**src/rtl/ad7682_seq_ctrl.sv**
```systemverilog
// ad7682_seq_ctrl: AD7682 conversion sequencer and serial reader with a 2-frame CFG tag pipe.
// Define ADC_AVG4_EN to average 4 consecutive results per channel before strobing.
module ad7682_seq_ctrl #(
  parameter int         CLK_DIV      = 2,
  parameter int         CONV_CYCLES  = 180,
  parameter int         QUIET_CYCLES = 4,
  parameter logic [2:0] REF_SEL      = 3'b001
) (
  input  logic        clk75Mhz,
  input  logic        reset,
  input  logic        run,
  input  logic [1:0]  chan_last,
  input  logic        adc_sdo,
  output logic        adc_sdi,
  output logic        adc_clk,
  output logic        adc_cvst,
  output logic [15:0] result,
  output logic [1:0]  result_chan,
  output logic        result_valid,
  output logic        busy
);
  typedef enum logic [2:0] {IDLE, CONVERT, READ, DONE, QUIET} state_t;
  state_t state, state_n;
  logic [15:0] cnt;
  logic [3:0]  div_cnt;
  logic [5:0]  half;
  logic [15:0] sdi_sr, sdo_sr, res_n;
  logic [13:0] cfg;
  logic [1:0]  ptr, ptr_n, tag_d1, tag_d2, disc;
  logic        tick, rise, fall, conv_end, quiet_end, read_end, eligible, strobe, advance;
  assign cfg       = {1'b1, 3'b111, 1'b0, ptr, 1'b1, REF_SEL, 2'b00, 1'b1};
  assign conv_end  = cnt == 16'(CONV_CYCLES - 1);
  assign quiet_end = cnt == 16'(QUIET_CYCLES - 1);
  // READ spans 33 SCLK half-periods: odd halves are high, half 32 is the trailing low
  assign tick      = state == READ && div_cnt == 4'(CLK_DIV - 1);
  assign rise      = tick && !half[0] && !half[5];
  assign fall      = tick && half[0];
  assign read_end  = tick && half[5];
  assign eligible  = state == DONE && disc == 2'd0;
  assign ptr_n     = ptr >= chan_last ? 2'd0 : ptr + 2'd1;
  assign adc_sdi   = sdi_sr[15];
`ifdef ADC_AVG4_EN
  logic [17:0] acc, sum;
  logic [1:0]  acnt;
  assign sum     = acc + {2'b00, sdo_sr};
  assign strobe  = eligible && acnt == 2'd3;
  assign advance = strobe;
  assign res_n   = sum[17:2];
  always_ff @(posedge clk75Mhz or negedge reset) begin
    if (!reset) begin
      acc  <= '0;
      acnt <= '0;
    end else if (state == IDLE) begin
      acc  <= '0;
      acnt <= '0;
    end else if (eligible) begin
      acc  <= strobe ? '0 : sum;
      acnt <= acnt + 2'd1;
    end
  end
`else
  assign strobe  = eligible;
  assign advance = state == DONE;
  assign res_n   = sdo_sr;
`endif
  always_comb begin
    state_n = state;
    case (state)
      IDLE:    state_n = run ? CONVERT : IDLE;
      CONVERT: state_n = conv_end ? READ : CONVERT;
      READ:    state_n = read_end ? DONE : READ;
      DONE:    state_n = QUIET;
      QUIET:   state_n = quiet_end ? (run ? CONVERT : IDLE) : QUIET;
      default: state_n = IDLE;
    endcase
  end
  always_ff @(posedge clk75Mhz or negedge reset) begin
    if (!reset) begin
      state        <= IDLE;
      cnt          <= '0;
      div_cnt      <= '0;
      half         <= '0;
      sdi_sr       <= '0;
      sdo_sr       <= '0;
      ptr          <= '0;
      tag_d1       <= '0;
      tag_d2       <= '0;
      disc         <= 2'd2;
      adc_clk      <= 1'b0;
      adc_cvst     <= 1'b0;
      busy         <= 1'b0;
      result       <= '0;
      result_chan  <= '0;
      result_valid <= 1'b0;
    end else begin
      state        <= state_n;
      cnt          <= state_n != state ? '0 : cnt + 16'd1;
      div_cnt      <= state != READ || tick ? '0 : div_cnt + 4'd1;
      half         <= state != READ ? '0 : half + 6'(tick);
      adc_clk      <= rise ? 1'b1 : fall ? 1'b0 : adc_clk;
      adc_cvst     <= state_n == CONVERT;
      busy         <= state_n != IDLE;
      sdi_sr       <= state == CONVERT && conv_end ? {cfg, 2'b00} : fall ? {sdi_sr[14:0], 1'b0} : sdi_sr;
      sdo_sr       <= rise ? {sdo_sr[14:0], adc_sdo} : sdo_sr;
      result_valid <= strobe;
      if (state == IDLE && run)
        disc <= 2'd2;
      // the ADC applies a CFG two frames after it is written
      if (state == DONE) begin
        tag_d1 <= ptr;
        tag_d2 <= tag_d1;
        if (disc != 2'd0)
          disc <= disc - 2'd1;
      end
      if (advance)
        ptr <= ptr_n;
      if (strobe) begin
        result      <= res_n;
        result_chan <= tag_d2;
      end
    end
  end
endmodule

```
**config.mk**
```make
export PLATFORM = sky130hd
export DESIGN_NAME = ad7682_seq_ctrl
export DESIGN_NICKNAME = d
export VERILOG_FILES = /design/src/rtl/ad7682_seq_ctrl.sv
export SDC_FILE = /design/constraint.sdc
export NUM_CORES = 1
export LEC_CHECK = 0
export ABC_AREA = 1
export CAP_MARGIN = 5
export CORE_MARGIN = 1
export CORE_UTILIZATION = 60
export CTS_BUF_LIST = sky130_fd_sc_hd__clkbuf_8
export CTS_CLUSTER_DIAMETER = 200
export CTS_CLUSTER_SIZE = 14
export DETAILED_ROUTE_END_ITERATION = 10
export GPL_ROUTABILITY_DRIVEN = 0
export PLACE_DENSITY_LB_ADDON = 0.2
export SYNTH_ARGS = -nofsm -noshare
export SYNTH_HDL_FRONTEND = slang
export SYNTH_SLANG_ARGS = --single-unit
```
**constraint.sdc**
```tcl
create_clock -name clk75Mhz -period 2.3 [get_ports clk75Mhz]
set_input_delay 0.575 -clock clk75Mhz [delete_from_list [all_inputs] [get_ports clk75Mhz]]
set_output_delay 0.575 -clock clk75Mhz [all_outputs]
set_load 0.01 [all_outputs]
```
==> impl_metrics.json <==
{
  "cts_resized": 0,
  "max-vdd-ir-drop_mv": 0.422,
  "core-area_sq_um": 6060,
  "fmax_ghz": 0.518,
  "syn_nets": 439,
  "grt-ovfl-total": 0,
  "finalHoldViolations": 0,
  "yosysSeqAreaShare": 0.577,
  "synthMuxAreaShare": 0,
  "dr.first_iter.drc_count": 155,
  "critPathKind": "flip-flop to flip-flop",
  "use_met3": 0.0440,
  "syn_area_per_cell_sq_um": 9.09,
  "grt_antenna_before_repair": 0,
  "via_per_inst": 5.27,
  "cp_max_fo": 16,
  "cp-start-kind": "flip-flop",
  "path_buf_inv": 0,
  "drt_wl_total_mm": 7.07,
  "synthFlopType": "dfrtp_1",
  "grt_max_degree": 42,
  "route.vias.total": 2833,
  "h-tree-depth": 3,
  "cts-root-buf": "clkbuf_8",
  "port_buffers": 28,
  "synth.distinct_cells": 35,
  "synthCells": 425,
  "antenna_left": 0,
  "die_h_um": 82.2,
  "remaining_drc_errors": 0,
  "grt_use_met1": 0.298,
  "ioPinCount": 29,
  "synthTopCellsByArea": "dfrtp_1 57%, nand2_1 8.5%, inv_1 5.6%",
  "yosys.area.top_type": "dfrtp_1",
  "fin_crit_sh": 0.840,
  "synthToLayoutAreaGrowth_pct": 15.1,
  "synth_compound_area_frac": 0.0978,
  "hp-class": "input port to async pin",
  "finalWorstSetupSlack_ns": 0.369,
  "synth_xor_area_frac": 0.0295,
  "outcome": "finished clean",
  "hpwl_mm": 4.74,
  "fin_crit_ns": 1.93,
  "synth_top_family_by_area": "simple AND/OR/NAND/NOR gates",
  "clockBufferDepth": 2,
  "core.rowCount": 28,
  "grt_pass1_vias": 2732,
  "die_w_um": 82.2,
  "drv_slew": 0,
  "syn_area_sq_um": 3860,
  "start_util": 0.637,
  "cp-end-kind": "flip-flop",
  "synthAdderAreaFrac": 0.0259,
  "cts_buffers": 9,
  "leakage_nw": 2.07,
  "slew_headroom": 0.624,
  "die_area_sq_um": 6760,
  "grt-busiest-layer": "met2",
  "ys_top_cells_by_count": "88 x dfrtp_1, 88 x nand2_1, 58 x inv_1",
  "synth-simple-area-share": 0.195,
  "clock_skew_ns": 0.00961,
  "ctsHoldBuffers": 0,
  "path_clk_slew_ns": 0.08,
  "nets": 473,
  "crit_chain": "ha_1, nand2_1, nor2_1, nand3_2, o21ai_0, nor2_1, nand2_2, nor2_1",
  "routedWlPerCell_um": 13.1,
  "first_pass_iters": 4,
  "cpMostUsedCell": "nor2_1",
  "worstMarginPinSlew_ns": 0.563,
  "setup_violations": 0,
  "instances_no_fill": 538,
  "cp.required_ns": 2.54,
  "drive_gt1_frac": 0.0756,
  "slowest_stage": "dfrtp_1",
  "synth_top_area_frac": 0.570,
  "fillers": 450,
  "yosys_warnings": 0,
  "synth.ff_latch_count": 89,
  "diodes": 0,
  "cts_sinks": 89,
  "post-cts-setup-buffers": 0,
  "grt_first_pass_wirelength_mm": 11.8,
  "fin_tns_setup_ns": 0,
  "cts_tree": "done",
  "arrival_ns": 2.17,
  "power_density_nw_per_um2": 617,
  "max_stage_delay_ns": 0.40,
  "dp_slack_ns": 0.230,
  "grt_use_total": 0.237,
  "synth_edf_count": 0,
  "rsz0062_at_grt": "false",
  "clk_latency_ns": 0.36,
  "maxCapViolCount": 0,
  "path_delay_family": "simple AND/OR/NAND/NOR gates",
  "use_met2": 0.386,
  "ys_async_sr_fraction": 1.00,
  "dp.cells": 523
}
==> cell type report <==
class	instances	area, sq um	area share
Timing Repair Buffer	35	343	0.0771
Clock inverter	6	85.1	0.0191
Inverter	61	229	0.0515
Clock buffer	9	124	0.0278
Tap cell	75	93.8	0.0211
Sequential cell	89	2230	0.501
Multi-Input combinational cell	263	1350	0.302
==> placed cells by master (no fill, tap or decap) <==
master	count
nand2_2	1
nor2_2	1
xnor2_1	5
clkbuf_8	9
and3_1	1
o21ai_0	31
o21a_1	1
nor3_1	8
a21boi_0	2
xor2_1	8
clkinv_4	1
nand3_2	2
inv_2	3
dfstp_2	1
buf_4	7
clkinvlp_4	1
o31ai_1	2
nand3b_1	1
a21oi_4	1
nand4_1	6
nand2_1	88
o21ai_1	17
o21bai_2	1
ha_1	8
o22ai_1	1
o211ai_1	3
o221ai_1	1
dfrtp_1	88
nor2_1	47
clkinv_2	1
nor3_2	1
inv_1	59
nor2_4	1
a21oi_1	7
nand3_1	17
bufinv_16	2
nor3_4	1
buf_12	1
clkdlybuf4s50_1	27
==> cells by family after synthesis <==
group,count (synthesis)
fa+ha+maj,8
buf+inv,73
simple gates,175
xor+xnor,13
compound gates,67
flops,89
==> per-layer routing <==
metal | up-vias | wire [um]
li1 | 1402 | -
met1 | 1366 | 3270
met2 | 45 | 3420
met3 | 20 | 186
met4 | 0 | 196
met5 | - | 0
==> state kept, by name, summed over array words and instances (netlist names), 2 cells and up <==
register	cells
cnt	16
res_n	16
result	16
sdi_sr	14
half	6
div_cnt	4
state	3
disc	2
ptr	2
result_chan	2
tag_d1	2
tag_d2	2
==> final timing paths <==
kind                               start        end  slack, ns  cells after the start
worst min register to register  res_n[1]   res_n[1]       0.49                      2
max in group asynchronous          reset  tag_d2[0]       1.56                      2
worst max register to register    cnt[0]     cnt[0]       0.37                      8
min in group clk75Mhz           res_n[1]   res_n[1]       0.49                      2
worst max-delay path              cnt[0]     cnt[0]       0.37                      8
worst min-delay path               reset     cnt[8]       0.15                      1
==> stage by stage <==
step                       util  power (W)  hold slack (ns)  area (sq um)
after global routing      0.734    0.00284            0.183          4450
after global placement    0.699    0.00164            0.453          4240
after detailed placement  0.699    0.00165            0.461          4240
final                     0.734    0.00275            0.149          4450
after CTS                 0.734    0.00277            0.169          4450
after floorplan               -    0.00160            0.279          3860
==> worst reg2reg max path: cells and delay by family (launching register included) <==
kind,cells,cell delay [ns]
compound gates,1,0.18
simple gates,6,1.00
fa+ha+maj,1,0.22
flops,1,0.40
==> power by group <==
group	internal [W]	switching, W
sequential	0.00156	0.000000228
combinational	0.0000137	0.0000328
clock	0.000602	0.000533
total	0.00218	0.000566
(Power assumes the default switching activity.)
